[src/rtl/mine_placer_lcg_if.sv]
`default_nettype none
// mine_placer_lcg_if: start/busy/done handshake and placement inputs between game control and mine placer.
// Rev 1.0
interface mine_placer_lcg_if #(
  parameter int CELLS  = 25,
  parameter int IDX_W  = 5,
  parameter int SEED_W = 16,
  parameter int CNT_W  = 5
);
  logic              in_start;
  logic [SEED_W-1:0] in_seed;
  logic [SEED_W-1:0] in_mult;
  logic [SEED_W-1:0] in_increment;
  logic [CNT_W-1:0]  in_mines_num;
  logic              in_safe_en;
  logic [IDX_W-1:0]  in_safe_idx;
  logic              out_busy;
  logic              out_done;
  logic [CELLS-1:0]  out_mines;

  modport master (
    output in_start, in_seed, in_mult, in_increment, in_mines_num, in_safe_en, in_safe_idx,
    input  out_busy, out_done, out_mines
  );

  modport slave (
    input  in_start, in_seed, in_mult, in_increment, in_mines_num, in_safe_en, in_safe_idx,
    output out_busy, out_done, out_mines
  );
endinterface
`default_nettype wire

[src/rtl/mine_placer_lcg.sv]
`default_nettype none
// mine_placer_lcg: places exactly N mines using an LCG with reject sampling and linear probing.
// Rev 1.0
module mine_placer_lcg #(
  parameter int CELLS  = 25,
  parameter int IDX_W  = 5,
  parameter int SEED_W = 16,
  parameter int CNT_W  = 5
) (
  input  logic               in_clka,
  input  logic               in_rst_n,
  mine_placer_lcg_if.slave   bus
);
  localparam int LIM_W = (CNT_W > IDX_W + 1) ? CNT_W : IDX_W + 1;

  typedef enum logic [2:0] {
    S_IDLE  = 3'd0,
    S_LOAD  = 3'd1,
    S_DRAW  = 3'd2,
    S_PROBE = 3'd3,
    S_DONE  = 3'd4
  } state_t;

  state_t            state_q, state_d;
  logic [SEED_W-1:0] x_q, x_d;
  logic [SEED_W-1:0] seed_q, seed_d;
  logic [SEED_W-1:0] mult_q, mult_d;
  logic [SEED_W-1:0] incr_q, incr_d;
  logic [LIM_W-1:0]  limit_q, limit_d;
  logic [LIM_W-1:0]  count_q, count_d;
  logic              safe_en_q, safe_en_d;
  logic [IDX_W-1:0]  safe_idx_q, safe_idx_d;
  logic [IDX_W-1:0]  probe_q, probe_d;
  logic [CELLS-1:0]  map_q, map_d;
  logic [CELLS-1:0]  mines_q, mines_d;

  logic              safe_ok;
  logic [LIM_W-1:0]  req_cnt;
  logic [LIM_W-1:0]  cap_cnt;
  logic [LIM_W-1:0]  new_limit;
  logic [SEED_W-1:0] x_step;
  logic [IDX_W-1:0]  cand;
  logic              cand_in_range;
  logic              cand_free;
  logic              probe_free;

  function automatic logic [IDX_W-1:0] next_idx(input logic [IDX_W-1:0] i);
    return (i == IDX_W'(CELLS - 1)) ? '0 : i + 1'b1;
  endfunction

  // An out-of-range safe index cannot exclude anything, so it must not shrink the clamp either.
  assign safe_ok   = bus.in_safe_en && ({1'b0, bus.in_safe_idx} < (IDX_W + 1)'(CELLS));
  assign req_cnt   = LIM_W'(bus.in_mines_num);
  assign cap_cnt   = LIM_W'(CELLS) - LIM_W'(safe_ok);
  assign new_limit = (req_cnt < cap_cnt) ? req_cnt : cap_cnt;

  assign x_step        = mult_q * x_q + incr_q;
  assign cand          = x_step[SEED_W-1 -: IDX_W];
  assign cand_in_range = ({1'b0, cand} < (IDX_W + 1)'(CELLS));
  assign cand_free     = !map_q[cand] && !(safe_en_q && (cand == safe_idx_q));
  assign probe_free    = !map_q[probe_q] && !(safe_en_q && (probe_q == safe_idx_q));

  always_comb begin
    state_d    = state_q;
    x_d        = x_q;
    seed_d     = seed_q;
    mult_d     = mult_q;
    incr_d     = incr_q;
    limit_d    = limit_q;
    count_d    = count_q;
    safe_en_d  = safe_en_q;
    safe_idx_d = safe_idx_q;
    probe_d    = probe_q;
    map_d      = map_q;
    mines_d    = mines_q;

    case (state_q)
      S_IDLE, S_DONE: begin
        if (bus.in_start) begin
          seed_d     = bus.in_seed;
          mult_d     = bus.in_mult;
          incr_d     = bus.in_increment;
          limit_d    = new_limit;
          safe_en_d  = safe_ok;
          safe_idx_d = bus.in_safe_idx;
          state_d    = S_LOAD;
        end
      end
      S_LOAD: begin
        map_d   = '0;
        count_d = '0;
        x_d     = seed_q;
        state_d = (limit_q == '0) ? S_DONE : S_DRAW;
      end
      S_DRAW: begin
        x_d = x_step;
        if (cand_in_range) begin
          if (cand_free) begin
            map_d[cand] = 1'b1;
            count_d     = count_q + 1'b1;
            if (count_d == limit_q) state_d = S_DONE;
          end else begin
            probe_d = next_idx(cand);
            state_d = S_PROBE;
          end
        end
      end
      S_PROBE: begin
        if (probe_free) begin
          map_d[probe_q] = 1'b1;
          count_d        = count_q + 1'b1;
          state_d        = (count_d == limit_q) ? S_DONE : S_DRAW;
        end else begin
          probe_d = next_idx(probe_q);
        end
      end
      default: state_d = S_IDLE;
    endcase

    // Publish only complete maps, captured on the edge that enters DONE.
    if ((state_d == S_DONE) && (state_q != S_DONE)) mines_d = map_d;
  end

  always_ff @(posedge in_clka or negedge in_rst_n) begin
    if (!in_rst_n) begin
      state_q    <= S_IDLE;
      x_q        <= '0;
      seed_q     <= '0;
      mult_q     <= '0;
      incr_q     <= '0;
      limit_q    <= '0;
      count_q    <= '0;
      safe_en_q  <= 1'b0;
      safe_idx_q <= '0;
      probe_q    <= '0;
      map_q      <= '0;
      mines_q    <= '0;
    end else begin
      state_q    <= state_d;
      x_q        <= x_d;
      seed_q     <= seed_d;
      mult_q     <= mult_d;
      incr_q     <= incr_d;
      limit_q    <= limit_d;
      count_q    <= count_d;
      safe_en_q  <= safe_en_d;
      safe_idx_q <= safe_idx_d;
      probe_q    <= probe_d;
      map_q      <= map_d;
      mines_q    <= mines_d;
    end
  end

  assign bus.out_busy  = (state_q == S_LOAD) || (state_q == S_DRAW) || (state_q == S_PROBE);
  assign bus.out_done  = (state_q == S_DONE);
  assign bus.out_mines = mines_q;
endmodule
`default_nettype wire
[src/flat_wrapper.sv]
// flat-port wrapper written by rule: the top's interface ports become plain ports
module mine_placer_lcg_flat 
#(
  parameter int CELLS  = 25,
  parameter int IDX_W  = 5,
  parameter int SEED_W = 16,
  parameter int CNT_W  = 5
)
  (in_clka, in_rst_n, bus_in_start, bus_in_seed, bus_in_mult, bus_in_increment, bus_in_mines_num, bus_in_safe_en, bus_in_safe_idx, bus_out_busy, bus_out_done, bus_out_mines);
  mine_placer_lcg_if #(.CELLS(CELLS), .IDX_W(IDX_W), .SEED_W(SEED_W), .CNT_W(CNT_W)) bus_i ();
  input  logic in_clka;
  input  logic in_rst_n;
  input wire logic [$bits(bus_i.in_start)-1:0] bus_in_start;
  input wire logic [$bits(bus_i.in_seed)-1:0] bus_in_seed;
  input wire logic [$bits(bus_i.in_mult)-1:0] bus_in_mult;
  input wire logic [$bits(bus_i.in_increment)-1:0] bus_in_increment;
  input wire logic [$bits(bus_i.in_mines_num)-1:0] bus_in_mines_num;
  input wire logic [$bits(bus_i.in_safe_en)-1:0] bus_in_safe_en;
  input wire logic [$bits(bus_i.in_safe_idx)-1:0] bus_in_safe_idx;
  output wire logic [$bits(bus_i.out_busy)-1:0] bus_out_busy;
  output wire logic [$bits(bus_i.out_done)-1:0] bus_out_done;
  output wire logic [$bits(bus_i.out_mines)-1:0] bus_out_mines;
  assign bus_i.in_start = bus_in_start;
  assign bus_i.in_seed = bus_in_seed;
  assign bus_i.in_mult = bus_in_mult;
  assign bus_i.in_increment = bus_in_increment;
  assign bus_i.in_mines_num = bus_in_mines_num;
  assign bus_i.in_safe_en = bus_in_safe_en;
  assign bus_i.in_safe_idx = bus_in_safe_idx;
  assign bus_out_busy = bus_i.out_busy;
  assign bus_out_done = bus_i.out_done;
  assign bus_out_mines = bus_i.out_mines;
  mine_placer_lcg #(.CELLS(CELLS), .IDX_W(IDX_W), .SEED_W(SEED_W), .CNT_W(CNT_W)) u_core (.in_clka(in_clka), .in_rst_n(in_rst_n), .bus(bus_i));
endmodule
[config.mk]
export PLATFORM = sky130hd
export DESIGN_NAME = mine_placer_lcg_flat
export DESIGN_NICKNAME = d
export VERILOG_FILES = /design/src/rtl/mine_placer_lcg_if.sv /design/src/rtl/mine_placer_lcg.sv /design/src/flat_wrapper.sv
export SDC_FILE = /design/constraint.sdc
export NUM_CORES = 1
export LEC_CHECK = 0
export BUFFER_PORTS_ARGS = -buffer_cell sky130_fd_sc_hd__clkbuf_2
export CORE_ASPECT_RATIO = 1.1
export CORE_MARGIN = 4
export CORE_UTILIZATION = 40
export DETAILED_ROUTE_END_ITERATION = 10
export PLACE_DENSITY_LB_ADDON = 0.05
export SLEW_MARGIN = 5
export SYNTH_ARGS = -nofsm -noshare
export SYNTH_HDL_FRONTEND = slang
export SYNTH_SLANG_ARGS = --single-unit
[constraint.sdc]
create_clock -name in_clka -period 16.5 [get_ports in_clka]
set_clock_uncertainty 0.1 [all_clocks]
set_input_delay 2.475 -clock in_clka [delete_from_list [all_inputs] [get_ports in_clka]]
set_output_delay 2.475 -clock in_clka [all_outputs]
set_load 0.05 [all_outputs]
==> metrics <==
share of the synthesized area in the top cell type=30.3%; Initial DRC Count=487; Row Count=64; Post-Synthesis Cells=1,258; first-pass GRT wire length=52.1 mm; CTS Sinks=139; ys async rst share=100%; largest cells by area after synthesis=dfrtp_1 30%, fa_1 16%, nand2_1 9.0%; worst-case reg-to-reg path depth=21; setup TNS=0 ns; leading cell types in the layout, fill and taps excluded=274 x nand2_1, 153 x inv_1, 139 x dfrtp_1; vias in the first global route=9,432; die area=31,500 um^2; worst flop-to-flop path startpoint=u_core.x_q[1]$_DFFE_PN0P_; PortBufs=88; Hold Buf Count CTS=0; Max-cap violations=0; global route overflow=0; vias per std cell=5.25; drt total wl=32.1 mm; Die Ht=186 um; largest net degree at the start of global routing=73; cell taking the most area after synthesis=dfrtp_1; flop2flop setup slack=7.70 ns; Tightest Pin Transition=1.08 ns; GP Congestion=0.898; hold path start=u_core.mult_q[15]$_DFFE_PN0P_; synthesized flop and latch total=139; fin worst setup slack=7.70 ns; cell depth of the worst hold path=2; post-CTS setup buffers=0; worst reg2reg endpoint=u_core.bus.out_mines[16]$_DFFE_PN0P_; TritonCTS buffer count=17; initial antenna violation count=0; Slew Limit Fails=0; Post-DP Area=12,200 um^2; Max Freq=0.114 GHz; ANT nets after route=0; H-Tree Depth=4; Root Driver=clkbuf_16; WS Path Type=reg -> reg; Ys Warns=0; Hold Crit Class=reg -> reg; drt first pass iters=5; Tot GR Track Use=21.2%; CORE AREA=28,000 um^2; Hold Path End=u_core.mult_q[15]$_DFFE_PN0P_; Clk Latency, worst-skew pair=0.44 ns; status=finished clean; max_slew headroom=27.9%; Post-synth EDFFs=0; Critical Path AT=9.02 ns; RSZ-0062 raised after global routing=no; PostCTS Resize Cnt=0; # IOs=89; # DRC=0; Synth Flop Type=dfrtp_1; layout cells sized above 1=13.6%; Netlist cell types=79; CTS tree=built; WL per Instance=19.1 um; final number of setup-violating endpoints=0; post-detail-place hpwl=24.3 mm; Period minus WS final=8.80 ns; Syn-to-layout area delta=11.0%; Fillers=2,769; Tcrit/Tclk final=53.3%; commonest non-fill, non-tap cell in the layout=nand2_1; Syn Area/Cell=9.13 um^2; nets@finish=1,526; vias=8,849; Worst Setup Start Kind=flip-flop; endpoint class of the critical path=flip-flop; Initial Util=41.0%; post-placement setup slack=7.71 ns; final instance area=12,800 um^2; maximum clock path buffer count=2; final count of hold timing violations=0; clk slew on worst S/H paths=0.07 ns; Syn Nets=1,475; die width=170 um; WP data required=16.72 ns; register area share after synthesis=30.3%; # diodes=0; synthesized area=11,500 um^2; Crit Path Max Fanout=26
==> area by class of cell <==
cell class | count | area, um^2 | area share (%)
clock buffers | 18 | 429 | 3.37
flip-flops and latches | 139 | 3480 | 27.3
repair buffers | 95 | 499 | 3.91
inverters | 154 | 583 | 4.57
clock inverters | 14 | 154 | 1.21
multi-input cells | 902 | 7150 | 56.1
well taps | 363 | 454 | 3.56
==> Yosys cell counts (all sizes together) (5+ instances only) <==
master and count:
mux2i 9, a21oi 34, and2 59, mux2 24
o221ai 18, dfrtp 139, nor3 17, or2 6
nand4 5, clkbuf 43, o21ai 55, a31oi 10
nand3 21, xnor2 35, a21o 6, buf 20
o211ai 5, nand2 274, a22oi 30, xor2 18
inv 153, o22ai 11, ha 61, mux4 6
nor2 44, fa 94, nand2b 5
==> worst max path at each step <==
stage / start / end / depth (start not counted)
final: u_core.x_q[1]$_DFFE_PN0P_ / u_core.bus.out_mines[16]$_DFFE_PN0P_ / 21
after global routing: u_core.x_q[2]$_DFFE_PN0P_ / u_core.bus.out_mines[12]$_DFFE_PN0P_ / 21
after CTS: u_core.x_q[2]$_DFFE_PN0P_ / u_core.bus.out_mines[16]$_DFFE_PN0P_ / 21
after detailed placement: u_core.x_q[2]$_DFFE_PN0P_ / u_core.bus.out_mines[16]$_DFFE_PN0P_ / 21
after global placement: u_core.x_q[7]$_DFFE_PN0P_ / u_core.bus.out_mines[16]$_DFFE_PN0P_ / 23
after floorplan: u_core.x_q[3]$_DFFE_PN0P_ / u_core.bus.out_mines[0]$_DFFE_PN0P_ / 23
==> per-layer routing <==
layer  wire, um  track usage, %
met3        990            2.72
met5          0               0
met1      13200            25.8
met2      16900            37.9
met4       1060            8.53
==> state kept, by name, summed over array words and instances (netlist names) <==
signal and flops:
u_core.map_q 25, u_core.state_q 3, u_core.x_q 16, u_core.bus.out_mines 25, u_core.safe_idx_q 5, u_core.seed_q 16, u_core.mult_q 16, u_core.safe_en_q 1
u_core.probe_q 5, u_core.count_q 6, u_core.limit_q 5, u_core.incr_q 16
==> per-stage QoR <==
stage,cells,hold WS [ns],util [%]
finish,1685,0.378,45.5
global route,1685,0.425,45.5
CTS,1685,0.381,45.5
detailed placement,1653,0.363,43.4
global placement,1653,0.365,43.4
floorplan,1258,0.346,-
==> critical path: stages (launching register included) <==
cell and delay [ns]:
dfrtp_1 0.74, nand2_1 0.14, fa_1 0.53, fa_1 0.44, fa_1 0.53, fa_1 0.46
fa_1 0.54, fa_1 0.59, inv_1 0.06, ha_1 0.36, a21oi_1 0.42, and2_1 0.22
nand3b_1 0.08, nand3_1 0.73, a221oi_1 0.23, a32o_1 0.28, nor3_1 0.20, o22ai_1 0.13
o221ai_2 0.42, o21bai_4 0.19, a21oi_4 0.87, mux2_2 0.42
==> cell families after synthesis <==
group	count (synthesis)	share of synthesized area (%)
fa+ha+maj	155	23.0
buf+inv	217	7.46
mux	39	4.90
simple gates	447	17.3
compound gates	206	12.4
xor+xnor	55	4.61
flops	139	30.3
Power is left out: the tool's default activity adds up to more than one toggle a clock period on the data nets, which glitch-free logic cannot reach.
